<file path="config.mk">
export PLATFORM = sky130hd
export DESIGN_NAME = hdr_block_lock_fsm
export DESIGN_NICKNAME = d
export VERILOG_FILES = /design/src/rtl/hdr_block_lock_fsm.sv
export SDC_FILE = /design/constraint.sdc
export NUM_CORES = 1
export LEC_CHECK = 0
export ABC_AREA = 1
export BUFFER_PORTS_ARGS = -buffer_cell sky130_fd_sc_hd__buf_4
export CAP_MARGIN = 30
export CORE_MARGIN = 2
export CORE_UTILIZATION = 50
export CTS_BUF_LIST = sky130_fd_sc_hd__clkbuf_16
export CTS_CLUSTER_DIAMETER = 200
export DETAILED_ROUTE_END_ITERATION = 16
export GPL_TIMING_DRIVEN = 0
export HOLD_SLACK_MARGIN = 0.05
export PLACE_DENSITY = 0.68
export SYNTH_ARGS = -nofsm -noshare
export SYNTH_HDL_FRONTEND = slang
export SYNTH_SLANG_ARGS = --single-unit
</file>
<file path="constraint.sdc">
create_clock -name rx_clk_tb -period 2.5 [get_ports rx_clk_tb]
set_input_delay 0.5 -clock rx_clk_tb [delete_from_list [all_inputs] [get_ports rx_clk_tb]]
set_output_delay 0.5 -clock rx_clk_tb [all_outputs]
set_load 0.005 [all_outputs]
</file>
<file path="src/rtl/hdr_block_lock_fsm.sv">
// 64b/66b sync-header block-lock FSM: hunts, bit-slips and monitors lock.
// Optional lock-loss statistics are enabled by the HDR_LOCK_STATS_EN macro.
//
// Ports:
//   rx_clk_tb           in   receive clock, rising edge
//   rx_rst_tb           in   async active-high reset
//   serdes_rx_hdr       in   [1:0] sync header from SERDES
//   serdes_rx_hdr_valid in   qualifies serdes_rx_hdr
//   serdes_rx_bitslip   out  registered one-bit slip request
//   rx_block_lock       out  registered block-lock status
//   rx_lock_loss_count  out  [7:0] saturating lock-loss count
//                            (tied to 0 without HDR_LOCK_STATS_EN)

module hdr_block_lock_fsm #(
  parameter int LOCK_CNT            = 64,
  parameter int WINDOW              = 1024,
  parameter int INVALID_MAX         = 16,
  parameter int BITSLIP_HIGH_CYCLES = 1,
  parameter int BITSLIP_LOW_CYCLES  = 8
) (
  input  logic       rx_clk_tb,
  input  logic       rx_rst_tb,
  input  logic [1:0] serdes_rx_hdr,
  input  logic       serdes_rx_hdr_valid,
  output logic       serdes_rx_bitslip,
  output logic       rx_block_lock,
  output logic [7:0] rx_lock_loss_count
);

  localparam int SH_W  = $clog2(LOCK_CNT + 1);
  localparam int WIN_W = $clog2(WINDOW + 1);
  localparam int INV_W = $clog2(INVALID_MAX + 1);
  localparam int TMR_N = (BITSLIP_HIGH_CYCLES > BITSLIP_LOW_CYCLES) ?
                         BITSLIP_HIGH_CYCLES : BITSLIP_LOW_CYCLES;
  localparam int TMR_W = $clog2(TMR_N + 1);

  localparam logic [SH_W-1:0]  SH_LAST  = SH_W'(LOCK_CNT - 1);
  localparam logic [SH_W-1:0]  SH_ONE   = SH_W'(1);
  localparam logic [WIN_W-1:0] WIN_LAST = WIN_W'(WINDOW - 1);
  localparam logic [WIN_W-1:0] WIN_ONE  = WIN_W'(1);
  localparam logic [INV_W-1:0] INV_LAST = INV_W'(INVALID_MAX - 1);
  localparam logic [INV_W-1:0] INV_ONE  = INV_W'(1);
  localparam logic [TMR_W-1:0] HI_LAST  = TMR_W'(BITSLIP_HIGH_CYCLES - 1);
  localparam logic [TMR_W-1:0] LO_LAST  = TMR_W'(BITSLIP_LOW_CYCLES - 1);
  localparam logic [TMR_W-1:0] TMR_ONE  = TMR_W'(1);

  typedef enum logic [1:0] {
    HUNT,
    SLIP_HIGH,
    SLIP_WAIT,
    LOCKED
  } state_t;

  state_t           r_state, w_nxt;
  logic [SH_W-1:0]  r_sh, w_sh;
  logic [WIN_W-1:0] r_win, w_win;
  logic [INV_W-1:0] r_inv, w_inv;
  logic [TMR_W-1:0] r_tmr, w_tmr;
  logic             r_bitslip;
  logic             r_lock;
  logic             w_hdr_ok;
`ifdef HDR_LOCK_STATS_EN
  logic             w_loss;
  logic [7:0]       r_loss_cnt;
`endif

  // 01 and 10 are the only legal sync headers
  assign w_hdr_ok = serdes_rx_hdr[1] ^ serdes_rx_hdr[0];

  always_comb begin
    w_nxt = r_state;
    w_sh  = r_sh;
    w_win = r_win;
    w_inv = r_inv;
    w_tmr = r_tmr;
`ifdef HDR_LOCK_STATS_EN
    w_loss = 1'b0;
`endif
    unique case (r_state)
      HUNT: begin
        if (serdes_rx_hdr_valid) begin
          if (!w_hdr_ok) begin
            w_sh  = '0;
            w_tmr = '0;
            w_nxt = SLIP_HIGH;
          end else if (r_sh == SH_LAST) begin
            w_sh  = '0;
            w_win = '0;
            w_inv = '0;
            w_nxt = LOCKED;
          end else begin
            w_sh = r_sh + SH_ONE;
          end
        end
      end
      // slip timers run every cycle, qualified or not
      SLIP_HIGH: begin
        if (r_tmr == HI_LAST) begin
          w_tmr = '0;
          w_nxt = SLIP_WAIT;
        end else begin
          w_tmr = r_tmr + TMR_ONE;
        end
      end
      SLIP_WAIT: begin
        if (r_tmr == LO_LAST) begin
          w_tmr = '0;
          w_sh  = '0;
          w_nxt = HUNT;
        end else begin
          w_tmr = r_tmr + TMR_ONE;
        end
      end
      LOCKED: begin
        if (serdes_rx_hdr_valid) begin
          // lock loss takes priority over window end
          if (!w_hdr_ok && r_inv == INV_LAST) begin
            w_win = '0;
            w_inv = '0;
            w_tmr = '0;
            w_nxt = SLIP_HIGH;
`ifdef HDR_LOCK_STATS_EN
            w_loss = 1'b1;
`endif
          end else if (r_win == WIN_LAST) begin
            w_win = '0;
            w_inv = '0;
          end else begin
            w_win = r_win + WIN_ONE;
            if (!w_hdr_ok) begin
              w_inv = r_inv + INV_ONE;
            end
          end
        end
      end
    endcase
  end

  always_ff @(posedge rx_clk_tb or posedge rx_rst_tb) begin
    if (rx_rst_tb) begin
      r_state   <= HUNT;
      r_sh      <= '0;
      r_win     <= '0;
      r_inv     <= '0;
      r_tmr     <= '0;
      r_bitslip <= 1'b0;
      r_lock    <= 1'b0;
    end else begin
      r_state   <= w_nxt;
      r_sh      <= w_sh;
      r_win     <= w_win;
      r_inv     <= w_inv;
      r_tmr     <= w_tmr;
      r_bitslip <= (w_nxt == SLIP_HIGH);
      r_lock    <= (w_nxt == LOCKED);
    end
  end

  assign serdes_rx_bitslip = r_bitslip;
  assign rx_block_lock     = r_lock;

`ifdef HDR_LOCK_STATS_EN
  always_ff @(posedge rx_clk_tb or posedge rx_rst_tb) begin
    if (rx_rst_tb) begin
      r_loss_cnt <= 8'd0;
    end else if (w_loss && r_loss_cnt != 8'hFF) begin
      r_loss_cnt <= r_loss_cnt + 8'd1;
    end
  end

  assign rx_lock_loss_count = r_loss_cnt;
`else
  assign rx_lock_loss_count = 8'd0;
`endif

endmodule

</file>
==> flow_metrics.tcl <==
set metrics [dict create \
    status "finished clean" \
    hold_viol 0 \
    grt_overflow_total 0 \
    p_int_mw 1.20 \
    synth-edff-count 0 \
    crit_type "reg -> reg" \
    layout-drive-gt1-share 0.151 \
    cts_tree "done" \
    combPwrFrac 0.378 \
    area_delta_synth_final_pct 13.7 \
    rsz0062_at_grt "false" \
    via_count 1896 \
    drc_errors 0 \
    syn_area_per_cell_um2 7.23 \
    pwr_density_cell_nw_per_um2 788 \
    syn-instance-count 303 \
    wl_mm 4.21 \
    drt_iter0_markers 131 \
    dp_hpwl_mm 3.20 \
    final_nets 340 \
    cts-resized-gates 0 \
    cp-start-kind "register" \
    insertedDiodeCount 0 \
    gp_congestion 0.874 \
    async_reset_ff_frac 1.00 \
    postCtsSetupBuffers 0 \
    hold_buffers 0 \
    n_fill_cell 411 \
    synth_top_flop_cell "dfrtp_1" \
    grt_pass1_wl_mm 7.74 \
    cts_made_buffers 5 \
    cts.clk_slew.worst_paths_ns 0.05 \
    track_usage 0.194 \
    floorplan.initialDensity 0.510 \
    drtAntennaViolNets 0 \
    grt_max_degree 21 \
    placementRows 24 \
    drv_slew 0 \
    finalSetupViolations 0 \
    cts_root_buf "clkbuf_16" \
    clkSinkCount 31 \
    slew_headroom 0.634 \
    layout_common_cells "99 x nand2_1, 38 x inv_1, 31 x dfrtp_1" \
    die_x_um 70.2 \
    finClkSkew_ns 0.00499 \
    p_clk_frac 0.284 \
    htreeDepth 2 \
    sw_frac_of_total 0.390 \
    critPathArrivalTime_ns 2.08 \
    yosysSeqAreaShare 0.354 \
    die_area_um2 4930 \
    yosys_warnings 0 \
    viasPerCell 5.03 \
    pwr-share-seq 0.337 \
    required_ns 2.66 \
    grt_pass1_vias 1790 \
    vdd_ir_drop_max_uv 595 \
    netlist_area_um2 2190 \
    end_kind "register" \
    io_buffer_count 6 \
    wl_per_cell_um 11.2 \
    min_path_type "in -> async" \
    final_util 0.580 \
    coreArea_um2 4290 \
    p_switching_uw 766 \
    timing.fmax_mhz 521 \
    mostFrequentLayoutCell "nand2_1" \
    die_h_um 70.2 \
    antenna_found_initial 0 \
    ios 15 \
    ys_ff_latch 31 \
    tns_ns 0 \
    tightestPinTransition_ns 0.548 \
    total_power_mw 1.96 \
    period_share 0.768 \
    ys_types 28 \
    crit_fanout 8 \
    cts_buffer_depth 2 \
    dr.pass1.iters 4 \
    holdWs_ns 0.276 \
    clock_latency_ns 0.27 \
    maxCapViolCount 0 \
    ff2ff_path_depth 11 \
    min_period_ns 1.92 \
    leakagePower_nw 1.27 \
]
==> power by group through the flow <==
stage                     registers, mW  logic (mW)  clock network [mW]
after floorplan                   0.653       0.581                   0
after global placement            0.668       0.734                   0
after detailed placement          0.669       0.746                   0
after CTS                         0.662       0.749               0.578
after global routing              0.676       0.861               0.597
final                             0.662       0.743               0.558
==> metal layers <==
layer  track usage  vias up  part of all wire
li1              -      997                 -
met3        0.0433        6             0.030
met5             0        -                 0
met2         0.326       25              0.47
met4        0.0577        0             0.014
met1         0.249      868              0.49
==> worst max-delay path: stages (launching register included) <==
cell and delay, ns:
dfrtp_1 0.41, ha_1 0.20, nand2_1 0.06, nor2_1 0.11
ha_1 0.18, nand3_2 0.21, nand2_2 0.16, inv_1 0.08
nand2_1 0.17, nor2_1 0.09, nand2_1 0.07, nand2_1 0.05
==> through the flow <==
| step | worst slack, ns | instance area [um2] | std cells |
|---|---|---|---|
| finish | 0.579 | 2490 | 377 |
| global route | 0.338 | 2490 | 377 |
| CTS | 0.571 | 2490 | 377 |
| detailed placement | 0.590 | 2360 | 369 |
| global placement | 0.589 | 2330 | 368 |
| floorplan | 0.915 | 2220 | 310 |
==> sequential cells by signal, indices dropped and copies added (netlist names) <==
name	flops
r_inv	5
r_sh	7
r_state	2
r_tmr	4
r_win	11
rx_block_lock	1
serdes_rx_bitslip	1
==> cell usage after synthesis, types with 5 or more instances <==
cell	n	area, um2
dfrtp_1	31	776
nand2_1	99	372
nand2_2	5	31.3
nand4_1	17	106
buf_4	9	67.6
nor2_1	22	82.6
nand3_1	23	115
o21ai_0	5	25.0
ha_1	11	138
a21oi_1	7	35.0
inv_1	37	139
==> final timing paths <==
path	startpoint	endpoint	slack, ns
min in group rx_clk_tb	r_inv[4]	r_inv[4]	0.48
worst max-delay path	r_inv[0]	r_win[9]	0.58
max in group asynchronous	rx_rst_tb	r_win[9]	1.73
worst max register to register	r_inv[0]	r_win[9]	0.58
worst min register to register	r_inv[4]	r_inv[4]	0.48
worst min-delay path	rx_rst_tb	r_sh[2]	0.28
==> logic make-up after synthesis <==
group | Yosys count | share of synthesized area
buffers and inverters | 50 | 0.104
other | 1 | 0.00171
adders and majority gates | 11 | 0.0628
DFF | 31 | 0.354
and+or+nand+nor | 187 | 0.410
xor gates and xnor gates | 2 | 0.00799
AOI/OAI and AO/OA | 21 | 0.0588
==> final cells by class <==
type                            count  area, um2  share of cell area
Buffer                             10       78.8              0.0316
Clock buffer                        5        125              0.0502
Clock inverter                      3       11.3             0.00452
Inverter                           40        150              0.0602
Multi-Input combinational cell    229       1210               0.487
Sequential cell                    31        776               0.311
Tap cell                           52       65.1              0.0261
Timing Repair Buffer                7       72.6              0.0291
Power figures use the tool's default switching activity.
